[config.mk]
export PLATFORM = sky130hd
export DESIGN_NAME = cmd_frame_loader_flat
export DESIGN_NICKNAME = d
export VERILOG_FILES = /design/src/rtl/processor_pkg.sv /design/src/rtl/cmd_frame_loader_if.sv /design/src/rtl/row_col_counter.sv /design/src/rtl/cmd_frame_loader.sv /design/src/flat_wrapper.sv
export SDC_FILE = /design/constraint.sdc
export NUM_CORES = 1
export LEC_CHECK = 0
export ABC_AREA = 1
export CORE_MARGIN = 10
export CORE_UTILIZATION = 40
export CTS_BUF_LIST = sky130_fd_sc_hd__clkbuf_4 sky130_fd_sc_hd__clkbuf_8
export DETAILED_ROUTE_END_ITERATION = 7
export SETUP_SLACK_MARGIN = 0.15
export SYNTH_ARGS = -nofsm -noshare
export SYNTH_HDL_FRONTEND = slang
export SYNTH_SLANG_ARGS = --single-unit
[constraint.sdc]
create_clock -name clk -period 3.5 [get_ports clk]
set_input_delay 0.35 -clock clk [delete_from_list [all_inputs] [get_ports clk]]
set_output_delay 0.35 -clock clk [all_outputs]
set_load 0.005 [all_outputs]
[src/rtl/processor_pkg.sv]
// Shared types and constants for the host-command frame loader:
// parser states, framing bytes, command codes and error causes.
package processor_pkg;

    typedef logic [3:0] nibble_t;

    typedef enum logic [2:0] {
        ST_IDLE,
        ST_LEN,
        ST_CMD,
        ST_PAYLOAD,
        ST_TAIL
    } state_t;

    typedef enum logic [1:0] {
        ERR_LEN   = 2'd0,
        ERR_CMD   = 2'd1,
        ERR_TAIL  = 2'd2,
        ERR_STATE = 2'd3
    } err_t;

    localparam logic [7:0] HDR  = 8'hFE;
    localparam logic [7:0] TAIL = 8'hEF;

    localparam logic [7:0] CMD_SET_N = 8'h01;
    localparam logic [7:0] CMD_VEC   = 8'h02;
    localparam logic [7:0] CMD_START = 8'h03;
    localparam logic [7:0] CMD_MAT   = 8'h04;

    function automatic logic cmd_known(input logic [7:0] cmd);
        return (cmd == CMD_SET_N) || (cmd == CMD_VEC) ||
               (cmd == CMD_START) || (cmd == CMD_MAT);
    endfunction

    // Length byte each command must carry (CMD byte plus payload).
    function automatic logic [7:0] req_len(input logic [7:0] cmd, input nibble_t n);
        logic [7:0] n8;
        n8 = {4'd0, n};
        case (cmd)
            CMD_SET_N: return 8'd2;
            CMD_VEC:   return n8 + 8'd1;
            CMD_START: return 8'd1;
            CMD_MAT:   return n8 * n8 + 8'd1;
            default:   return 8'd0;
        endcase
    endfunction

endpackage

[src/rtl/cmd_frame_loader_if.sv]
// Byte-stream input and FIFO/sequencer control bundle of the frame loader.
interface cmd_frame_loader_if #(
    parameter int MAX_N = 8,
    parameter int DW    = 8
);
    logic [DW-1:0]    rx_data;
    logic             rx_valid;
    logic             busy;
    logic [3:0]       n_cfg;
    logic [DW-1:0]    push_data;
    logic [MAX_N-1:0] mat_push;
    logic             vec_push;
    logic             fifo_clr;
    logic             start;
    logic             frame_ok;
    logic             err;
    logic [1:0]       err_code;

    modport master (
        output rx_data, rx_valid, busy,
        input  n_cfg, push_data, mat_push, vec_push, fifo_clr,
               start, frame_ok, err, err_code
    );

    modport slave (
        input  rx_data, rx_valid, busy,
        output n_cfg, push_data, mat_push, vec_push, fifo_clr,
               start, frame_ok, err, err_code
    );
endinterface

[src/rtl/row_col_counter.sv]
// Row-major position counter over an N x N matrix; last flags the final cell.
module row_col_counter
    import processor_pkg::*;
(
    input  logic    clk,
    input  logic    rst,
    input  logic    clr,
    input  logic    inc,
    input  nibble_t n,
    output nibble_t row,
    output nibble_t col,
    output logic    last
);
    nibble_t n_m1;
    assign n_m1 = n - 4'd1;
    assign last = (row == n_m1) && (col == n_m1);

    // NOTE: sequential state uses non-blocking assignments so every flop
    // samples pre-edge values regardless of statement order.
    always_ff @(posedge clk or negedge rst) begin
        if (!rst) begin
            row <= '0;
            col <= '0;
        end else if (clr) begin
            row <= '0;
            col <= '0;
        end else if (inc) begin
            if (col == n_m1) begin
                col <= '0;
                row <= row + 4'd1;
            end else begin
                col <= col + 4'd1;
            end
        end
    end
endmodule

[src/rtl/cmd_frame_loader.sv]
// Host-command frame parser: configures N, routes payload bytes into the
// operand FIFOs and issues start to the processor sequencer.
module cmd_frame_loader
    import processor_pkg::*;
#(
    parameter int MAX_N   = 8,
    parameter int DW      = 8,
    parameter int TIMEOUT = 50000
) (
    input logic              clk,
    input logic              rst,
    cmd_frame_loader_if.slave bus
);
    localparam int TW = $clog2(TIMEOUT + 1);
    localparam logic [MAX_N-1:0] ROW0 = MAX_N'(1);

    state_t           state_q, state_d;
    logic [7:0]       len_q, len_d, cmd_q, cmd_d, cnt_q, cnt_d;
    logic [TW-1:0]    tmo_q, tmo_d;
    nibble_t          n_q, n_d, n_pend_q, n_pend_d;
    logic [DW-1:0]    data_q, data_d;
    logic [MAX_N-1:0] mat_q, mat_d;
    logic             vec_q, vec_d, clr_q, clr_d, start_q, start_d;
    logic             ok_q, ok_d, err_q, err_d;
    err_t             code_q, code_d, fail_code;
    logic             mat_ld_q, mat_ld_d, vec_ld_q, vec_ld_d, pushed_q, pushed_d;
    logic             fail, tmo_hit, rc_clr, rc_inc, rc_last, done;
    nibble_t          rc_row, rc_col;
    logic [7:0]       rx_byte;

    assign rx_byte = bus.rx_data[7:0];

    row_col_counter u_rc (
        .clk  (clk),
        .rst  (rst),
        .clr  (rc_clr),
        .inc  (rc_inc),
        .n    (n_q),
        .row  (rc_row),
        .col  (rc_col),
        .last (rc_last)
    );

    assign tmo_hit = !bus.rx_valid && (state_q != ST_IDLE) && (tmo_q == TW'(TIMEOUT - 1));
    assign done    = (cmd_q == CMD_MAT) ? rc_last : (cnt_q == 8'd1);

    // NOTE: every variable gets a default first so no path leaves one
    // unassigned and no latch is inferred.
    always_comb begin
        state_d   = state_q;
        len_d     = len_q;
        cmd_d     = cmd_q;
        cnt_d     = cnt_q;
        n_d       = n_q;
        n_pend_d  = n_pend_q;
        data_d    = '0;
        mat_d     = '0;
        vec_d     = 1'b0;
        clr_d     = 1'b0;
        start_d   = 1'b0;
        ok_d      = 1'b0;
        err_d     = 1'b0;
        code_d    = code_q;
        mat_ld_d  = mat_ld_q;
        vec_ld_d  = vec_ld_q;
        pushed_d  = pushed_q;
        fail      = 1'b0;
        fail_code = ERR_LEN;
        rc_clr    = 1'b0;
        rc_inc    = 1'b0;
        tmo_d     = (bus.rx_valid || state_q == ST_IDLE) ? '0 : tmo_q + TW'(1);

        if (bus.rx_valid) begin
            case (state_q)
                ST_IDLE: if (rx_byte == HDR) state_d = ST_LEN;
                ST_LEN: begin
                    len_d   = rx_byte;
                    state_d = ST_CMD;
                end
                ST_CMD: begin
                    cmd_d    = rx_byte;
                    cnt_d    = len_q - 8'd1;
                    pushed_d = 1'b0;
                    rc_clr   = 1'b1;
                    if (!cmd_known(rx_byte)) begin
                        fail = 1'b1; fail_code = ERR_CMD;
                    end else if (len_q != req_len(rx_byte, n_q)) begin
                        fail = 1'b1; fail_code = ERR_LEN;
                    end else if (bus.busy && rx_byte != CMD_SET_N) begin
                        fail = 1'b1; fail_code = ERR_STATE;
                    end else begin
                        state_d = (len_q == 8'd1) ? ST_TAIL : ST_PAYLOAD;
                    end
                end
                ST_PAYLOAD: begin
                    cnt_d = cnt_q - 8'd1;
                    if (done) state_d = ST_TAIL;
                    case (cmd_q)
                        CMD_SET_N: begin
                            if (rx_byte < 8'd2 || rx_byte > 8'(MAX_N)) begin
                                fail = 1'b1; fail_code = ERR_LEN;
                            end else begin
                                n_pend_d = rx_byte[3:0];
                            end
                        end
                        CMD_VEC: begin
                            vec_d    = 1'b1;
                            data_d   = bus.rx_data;
                            pushed_d = 1'b1;
                        end
                        default: begin
                            mat_d    = ROW0 << rc_row;
                            data_d   = bus.rx_data;
                            rc_inc   = 1'b1;
                            pushed_d = 1'b1;
                        end
                    endcase
                end
                default: begin
                    state_d  = ST_IDLE;
                    pushed_d = 1'b0;
                    if (rx_byte != TAIL) begin
                        fail = 1'b1; fail_code = ERR_TAIL;
                    end else begin
                        case (cmd_q)
                            CMD_SET_N: begin
                                n_d = n_pend_q; ok_d = 1'b1;
                                mat_ld_d = 1'b0; vec_ld_d = 1'b0;
                            end
                            CMD_VEC: begin
                                vec_ld_d = 1'b1; ok_d = 1'b1;
                            end
                            CMD_MAT: begin
                                mat_ld_d = 1'b1; ok_d = 1'b1;
                            end
                            default: begin
                                if (mat_ld_q && vec_ld_q && !bus.busy) begin
                                    start_d = 1'b1; ok_d = 1'b1;
                                    mat_ld_d = 1'b0; vec_ld_d = 1'b0;
                                end else begin
                                    fail = 1'b1; fail_code = ERR_STATE;
                                end
                            end
                        endcase
                    end
                end
            endcase
        end else if (tmo_hit) begin
            fail = 1'b1; fail_code = ERR_TAIL;
        end

        // Any rejection after data already went out must flush the FIFOs.
        if (fail) begin
            err_d    = 1'b1;
            code_d   = fail_code;
            state_d  = ST_IDLE;
            rc_clr   = 1'b1;
            pushed_d = 1'b0;
            if (pushed_q) begin
                clr_d    = 1'b1;
                mat_ld_d = 1'b0;
                vec_ld_d = 1'b0;
            end
        end
    end

    always_ff @(posedge clk or negedge rst) begin
        if (!rst) begin
            state_q  <= ST_IDLE;
            len_q    <= '0;
            cmd_q    <= '0;
            cnt_q    <= '0;
            tmo_q    <= '0;
            n_q      <= 4'd4;
            n_pend_q <= 4'd4;
            data_q   <= '0;
            mat_q    <= '0;
            vec_q    <= 1'b0;
            clr_q    <= 1'b0;
            start_q  <= 1'b0;
            ok_q     <= 1'b0;
            err_q    <= 1'b0;
            code_q   <= ERR_LEN;
            mat_ld_q <= 1'b0;
            vec_ld_q <= 1'b0;
            pushed_q <= 1'b0;
        end else begin
            state_q  <= state_d;
            len_q    <= len_d;
            cmd_q    <= cmd_d;
            cnt_q    <= cnt_d;
            tmo_q    <= tmo_d;
            n_q      <= n_d;
            n_pend_q <= n_pend_d;
            data_q   <= data_d;
            mat_q    <= mat_d;
            vec_q    <= vec_d;
            clr_q    <= clr_d;
            start_q  <= start_d;
            ok_q     <= ok_d;
            err_q    <= err_d;
            code_q   <= code_d;
            mat_ld_q <= mat_ld_d;
            vec_ld_q <= vec_ld_d;
            pushed_q <= pushed_d;
        end
    end

    assign bus.n_cfg     = n_q;
    assign bus.push_data = data_q;
    assign bus.mat_push  = mat_q;
    assign bus.vec_push  = vec_q;
    assign bus.fifo_clr  = clr_q;
    assign bus.start     = start_q;
    assign bus.frame_ok  = ok_q;
    assign bus.err       = err_q;
    assign bus.err_code  = code_q;
endmodule

[src/flat_wrapper.sv]
// flat-port wrapper written by rule: the top's interface ports become plain ports
module cmd_frame_loader_flat import processor_pkg::*;
#(
    parameter int MAX_N   = 8,
    parameter int DW      = 8,
    parameter int TIMEOUT = 50000
)
  (clk, rst, bus_rx_data, bus_rx_valid, bus_busy, bus_n_cfg, bus_push_data, bus_mat_push, bus_vec_push, bus_fifo_clr, bus_start, bus_frame_ok, bus_err, bus_err_code);
  cmd_frame_loader_if #(.MAX_N(MAX_N), .DW(DW)) bus_i ();
  input logic clk;
  input logic rst;
  input wire logic [$bits(bus_i.rx_data)-1:0] bus_rx_data;
  input wire logic [$bits(bus_i.rx_valid)-1:0] bus_rx_valid;
  input wire logic [$bits(bus_i.busy)-1:0] bus_busy;
  output wire logic [$bits(bus_i.n_cfg)-1:0] bus_n_cfg;
  output wire logic [$bits(bus_i.push_data)-1:0] bus_push_data;
  output wire logic [$bits(bus_i.mat_push)-1:0] bus_mat_push;
  output wire logic [$bits(bus_i.vec_push)-1:0] bus_vec_push;
  output wire logic [$bits(bus_i.fifo_clr)-1:0] bus_fifo_clr;
  output wire logic [$bits(bus_i.start)-1:0] bus_start;
  output wire logic [$bits(bus_i.frame_ok)-1:0] bus_frame_ok;
  output wire logic [$bits(bus_i.err)-1:0] bus_err;
  output wire logic [$bits(bus_i.err_code)-1:0] bus_err_code;
  assign bus_i.rx_data = bus_rx_data;
  assign bus_i.rx_valid = bus_rx_valid;
  assign bus_i.busy = bus_busy;
  assign bus_n_cfg = bus_i.n_cfg;
  assign bus_push_data = bus_i.push_data;
  assign bus_mat_push = bus_i.mat_push;
  assign bus_vec_push = bus_i.vec_push;
  assign bus_fifo_clr = bus_i.fifo_clr;
  assign bus_start = bus_i.start;
  assign bus_frame_ok = bus_i.frame_ok;
  assign bus_err = bus_i.err;
  assign bus_err_code = bus_i.err_code;
  cmd_frame_loader #(.MAX_N(MAX_N), .DW(DW), .TIMEOUT(TIMEOUT)) u_core (.clk(clk), .rst(rst), .bus(bus_i));
endmodule
==> metrics.txt, run 1 <==
status completed; Layout area overhead 14.8%; Setup WS pre-CTS 422 ps; Post-DRT Antenna Nets 0; Worst Setup End Kind register; GP Congestion 0.914; DRC errors left 0; final critical-path share of the clock period 85.4%; mux contribution to synthesized area 0.911%; cell count after synthesis 635; final instance area 5670 um^2; GRT Total Usage 14.5%; IO Count 39; largest net degree at the start of global routing 86; H-tree depth 3; Finished Layout Cells 849; final WL 12.3 mm; setup TNS 0 ps; CP peak stage delay 630 ps; final hold violation count 0; Clock Sink Count 85; CTS tree built; Mapped Area 4940 um^2; synth top area cells dfrtp_1 (42%), nand2_1 (11%), inv_1 (6.2%), ha_1 (4.8%), nor2_1 (4.8%); Synth Flop Type dfrtp_1; crit path kind register to register; Setup WS post-layout 513 ps; Synth Area in Adders 4.81%; Post-Synth Simple-Gate Area 30.6%; Vias/cell 5.06; Worst Setup Start Kind register; post-placement cell area 5490 um^2; post-synthesis sequential area ratio 43.1%; Std-Cell Core Area 12,100 um^2; post-placement cell count 833; Synth Area in XOR/XNOR 2.66%; Clock transition at path regs 90 ps; Peak VDD IR 0.335 mV; clk_lat worst skew 370 ps; pwr dens 552 nW/um^2; std cell rows 40; Max Cap Viol 0; WP data required 3810 ps; first-pass GRT wire length 21.0 mm; Max Root-Sink Buffers 2; Comb pwr share 34.7%; largest family of logic cells by synthesized area simple AND/OR/NAND/NOR gates; Slew Viols, Final 0; Critical Path AT 3300 ps; P_leak 2.70 nW; post-detail-place hpwl 9.26 mm; Seq cells post-synth 85; initial antenna violation count 0; Vias 4,294; minimum clock period 2990 ps; Clock Skews 14.6 ps; Synth Warn # 0; proportion of netlist area held by the largest area contributor 42.0%; Net Sw Power 1.30 mW; final core utilization 47.0%; # diodes 0; Post-synth EDFFs 0; synthesized area per cell 7.78 um^2; Clk pwr share 21.6%; WL/cell 14.5 um; post-CTS setup buffer count 0; post-synthesis compound-gate area fraction 9.62%; share of flip-flops with an asynchronous set or reset 100%; Net Sw Frac 41.5%; Pint 1.83 mW; Die ar. 17,200 um^2; CTS Buf Count 9; share of total power in sequential cells 43.6%; Worst-Margin Slew 1060 ps; # port buffers 38; HP Class primary input to asynchronous set/reset pin; vias in the first global route 4,148; Nets 707; Hold Slack 161 ps; CP Max Fanout 20; Die Y 131 um; die width 131 um; CTS root buf clkbuf_8; dominant cell type by area after synthesis dfrtp_1; Hold-fix buffers, CTS 0; Syn Nets 666; Power Total 3.13 mW; Resize count post-CTS 0; DRT iter0 DRCs 256; drt pass-1 iters 5; starting density of the core 41.0%; RSZ-0062 raised after global routing false; Overflow after GRT 0; slowest CP cell dfstp_2; crit-path cells inv_1, nor2_1, ha_1, nand3_1, nand3_1, nand2_1, nand3_1, nand2_1, nand3_1, nor2_2, nand3_2, nand2_2, nand2_2, nand2_2, nand2_2, nor2_1, nand2_1, nand2_1; post-synth cell types 42; Max-slew headroom 29.2%; layout cell share with drive strength beyond 1 9.10%; setup violators final 0; Max Clk Rate 335 MHz
==> cells in the mapped netlist, types with 2 or more instances <==
library cell  number
a211oi_1           2
a21oi_1           19
a22oi_1            2
a31oi_1            4
buf_2              4
clkbuf_1           6
dfrtp_1           83
dfstp_2            2
ha_1              19
inv_1             82
inv_2              7
mux2_2             4
nand2_1          143
nand2_2           11
nand3_1           36
nand4_1           23
nor2_1            63
nor2_2             6
nor2_4             3
nor3_1            26
nor4_1             8
o2111ai_1          5
o21ai_0           43
o311ai_0           2
or2_2              2
xnor2_1            3
xor2_1            12
==> layout by cell type, fill, tap and decap left out, types with 2 or more instances in the layout <==
cell and instances:
nand3_1 36, a21oi_1 19, dfstp_2 2, nor2_2 6, or2_2 2, nand4_1 23, inv_2 7, nor2_1 63
mux2_2 4, ha_1 19, nor4_1 8, clkbuf_8 10, nor2_4 3, o2111ai_1 5, inv_6 2, nand2_1 143
a22oi_1 2, a211oi_1 2, nor3_1 26, buf_4 5, a31oi_1 4, o311ai_0 2, dfrtp_1 83, o21ai_0 43
xor2_1 12, nand2_2 11, xnor2_1 3, clkdlybuf4s50_1 37, inv_1 82
==> path summary, 6_finish.rpt <==
path                                       end  slack (ps)                start  cells past startpoint
max                         u_core.u_rc.col[1]         510  u_core.bus.n_cfg[2]                     18
min                            u_core.tmo_q[8]         160                  rst                      1
max reg2reg                 u_core.u_rc.col[1]         510  u_core.bus.n_cfg[2]                     18
min reg2reg                    u_core.tmo_q[0]         470      u_core.tmo_q[0]                      1
max in group asynchronous  u_core.bus.n_cfg[1]        2650                  rst                      1
min in group clk               u_core.tmo_q[0]         470      u_core.tmo_q[0]                      1
==> power groups by stage <==
stage | clock network [mW] | registers (mW) | logic, mW
finish | 0.677 | 1.37 | 1.09
global route | 0.733 | 1.39 | 1.26
CTS | 0.692 | 1.36 | 1.08
detailed placement | 0 | 1.38 | 1.08
global placement | 0 | 1.38 | 1.06
floorplan | 0 | 1.31 | 0.834
==> critical path: cells and delay by family (launching register included) <==
| kind | cells | cell delay (ps) |
|---|---|---|
| fa+ha+maj | 1 | 270 |
| flops | 1 | 630 |
| simple gates | 16 | 1900 |
| buf+inv | 1 | 120 |
==> cell type report <==
type / instances / area, um^2
Timing Repair Buffer: 42 / 408
Fill cell: 1199 / 6390
Multi-Input combinational cell: 448 / 2400
Tap cell: 168 / 210
Clock inverter: 5 / 41.3
Clock buffer: 11 / 145
Inverter: 90 / 338
Sequential cell: 85 / 2130
==> cells by family after synthesis <==
family                     Yosys count
and+or+nand+nor                    327
buffers and inverters              102
DFF                                 85
AOI/OAI and AO/OA                   83
adders and majority gates           19
xor gates and xnor gates            15
muxes                                4
==> routing by layer <==
layer  share of wire (%)  global-route usage, %  vias to the layer above
li1                    -                      -                     2164
met1                  47                   19.3                     2009
met2                  47                   22.5                      109
met3                 5.0                   3.28                       12
met4                 1.3                   5.06                        0
met5                   0                      0                        -
==> state kept, by name (all words and copies together), names as in the netlist, 2 cells and up <==
name,count
u_core.bus.err_code,2
u_core.bus.mat_push,8
u_core.bus.n_cfg,4
u_core.bus.push_data,8
u_core.cmd_q,8
u_core.cnt_q,8
u_core.len_q,8
u_core.n_pend_q,4
u_core.state_q,3
u_core.tmo_q,16
u_core.u_rc.col,4
u_core.u_rc.row,4
Power figures use the tool's default switching activity.
==> inputs of run 2 (changes only) <==
- PLACE_DENSITY: not set -> 0.57
- SYNTH_HIERARCHICAL: not set -> 1
==> run 2 against run 1 <==
  * Hold slack better by 1.4 ps
  * Register-to-register slack worse by 70 ps
  * Critical endpoint is now u_core/u_rc/col[3]
  * Highest routed layer unchanged
  * Fmax fell by 2.1%
  * Cell count shrank 2.0%
  * Critical path type unchanged
==> metrics.txt, run 2 <==
status completed; minimum clock period 3050 ps; DRT iter0 DRCs 336; RSZ-0062 raised after global routing false; WL/cell 14.8 um; Max Root-Sink Buffers 2; CP Buf/Inv Count 1; most numerous cell in the Yosys netlist nand2_1; setup TNS 0 ps; crit-path cells nand2_1, inv_1, ha_1, a21oi_1, nand3_1, nand3_1, nand2_1, nand2_1, nand2_1, nor2_1, nand3_2, nand2_1, nand3_1, nand2_2, nand2_1, or2_4, nand4_1, xor2_1, a21oi_1; # fillers 1,153; Max-slew headroom 28.5%; Die ar. 16,800 um^2; layout cell share with drive strength beyond 1 8.42%; post-placement cell area 5360 um^2; GP Congestion 0.909; CTS tree built; Layout area overhead 16.4%; pwr dens 534 nW/um^2; initial antenna violation count 0; Die Y 130 um; Std-Cell Core Area 11,600 um^2; # diodes 0; H-tree depth 3; reg2reg end u_core/u_rc/col[3]; Worst Setup End Kind register; Post-synth EDFFs 0; final critical-path share of the clock period 87.2%; cell family with the largest share of critical-path delay simple AND/OR/NAND/NOR gates; clk_lat worst skew 370 ps; Seq cells post-synth 85; Post-synth top cells nand2_1 (156), dfrtp_1 (83), inv_1 (78); Clock Skews 11.1 ps; CP peak stage delay 520 ps; CP Max Fanout 11; CP dominant cell by count nand2_1; final hold violation count 0; WP data required 3770 ps; synth top area cells dfrtp_1 (43%), nand2_1 (12%), inv_1 (6.1%), nor2_1 (5.8%), nand3_1 (4.8%); Worst Setup Start Kind register; Synth Warn # 6; HP Class primary input to asynchronous set/reset pin; dominant cell type by area after synthesis dfrtp_1; largest net degree at the start of global routing 86; Max Cap Viol 0; most frequent cells in the layout nand2_1 (156), dfrtp_1 (82), inv_1 (78); Largest register FFs 16; P_leak 2.70 nW; synthesized area per cell 7.58 um^2; FF-to-FF Start u_core/bus.n_cfg[3]; CTS root buf clkbuf_8; slowest CP cell dfrtp_1; most common cell after layout, fill and taps aside nand2_1; post-synthesis sequential area ratio 44.3%; IO Count 39; most flop-heavy register u_core/tmo_q; Peak VDD IR 0.393 mV; Mapped Area 4800 um^2; cell count after synthesis 634; crit path kind register to register; Worst-Margin Slew 1070 ps; GRT Total Usage 15.4%; Post-DRT Antenna Nets 0; starting density of the core 41.5%; Clock transition at path regs 100 ps; # port buffers 38; final WL 12.3 mm; Slew Viols, Final 0; die width 130 um; cells on worst reg2reg path 19; Vias/cell 5.19; post-detail-place hpwl 9.22 mm; post-synth cell types 40; proportion of netlist area held by the largest area contributor 43.2%; Clock Sink Count 85; share of flip-flops with an asynchronous set or reset 100%; Nets 710; setup violators final 0; Synth Flop Type dfrtp_1; Max Clk Rate 328 MHz; Syn Nets 660; std cell rows 39; first-pass GRT wire length 20.8 mm; CTS Buf Count 9; drt pass-1 iters 5; Vias 4,315; Critical Path AT 3320 ps; Overflow after GRT 0; Worst R2R Setup Slack 450 ps; DRC errors left 0; final core utilization 48.3%; vias in the first global route 4,134; final instance area 5590 um^2
-- run 2: changes by cell type after synthesis, sizes merged, moves of 5 or more --
cell	change
ha	-5
nand4	-6
o2111ai	-5
nand3	+10
nor2	+7
nand2	+6
a21oi	+9
-- run 2: repair_timing --
action	CTS	global route
hold endpoints to repair	0	0
setup endpoints to repair	0	4
hold buffers	0	0
gates resized for setup	0	3
setup buffers	0	2
-- run 2: stage by stage --
step,cells,hold slack [ps],setup WS [ps],total power [mW]
after floorplan,634,54.4,532,1.95
after global placement,814,441,217,2.22
after detailed placement,814,453,145,2.23
after CTS,830,208,304,3.00
after global routing,832,249,158,3.22
final,832,163,448,2.99
-- run 2: cell families (layout without fill, tap and decap cells) --
logic type	Yosys count	count (layout)	synth area share (%)
and+or+nand+nor	340	340	31.4
buffers and inverters	94	149	7.92
AOI/OAI and AO/OA	87	87	10.1
DFF	85	85	44.3
adders and majority gates	14	14	3.65
xor gates and xnor gates	13	13	2.37
muxes	1	1	0.234
-- run 2: routing by layer --
layer | part of all wire [%] | GRT usage [%] | up-vias
li1 | - | - | 2169
met4 | 1.5 | 5.22 | 0
met1 | 48 | 20.9 | 2021
met2 | 44 | 23.7 | 109
met5 | 0 | 0 | -
met3 | 5.7 | 3.55 | 16
-- run 2: power breakdown --
group	internal (mW)	switching [mW]
logic	0.332	0.572
registers	1.13	0.191
clock network	0.363	0.396
-- run 2: how the worst max path moves through the flow --
stage / to / cells after the start / slack (ps) / start
6_report: u_core/u_rc/col[3] / 19 / 450 / u_core/bus.n_cfg[3]
5_1_grt: u_core/u_rc/col[3] / 19 / 160 / u_core/bus.n_cfg[3]
4_1_cts: u_core/u_rc/col[3] / 19 / 300 / u_core/bus.n_cfg[2]
3_5_place_dp: u_core/u_rc/col[3] / 20 / 140 / bus_rx_data[2]
3_3_place_gp: u_core/u_rc/col[3] / 19 / 220 / bus_rx_data[6]
2_1_floorplan: u_core/u_rc/col[3] / 21 / 530 / u_core/bus.n_cfg[2]
-- run 2: final cells by class --
| type | instances | area [um^2] | area share (%) |
|---|---|---|---|
| multi-input combinational | 455 | 2300 | 41.1 |
| clock inverter | 6 | 75.1 | 1.34 |
| sequential | 85 | 2130 | 38.1 |
| inverter | 85 | 319 | 5.71 |
| clock buffer | 10 | 138 | 2.46 |
| tap | 143 | 179 | 3.20 |
| timing repair buffer | 48 | 453 | 8.10 |
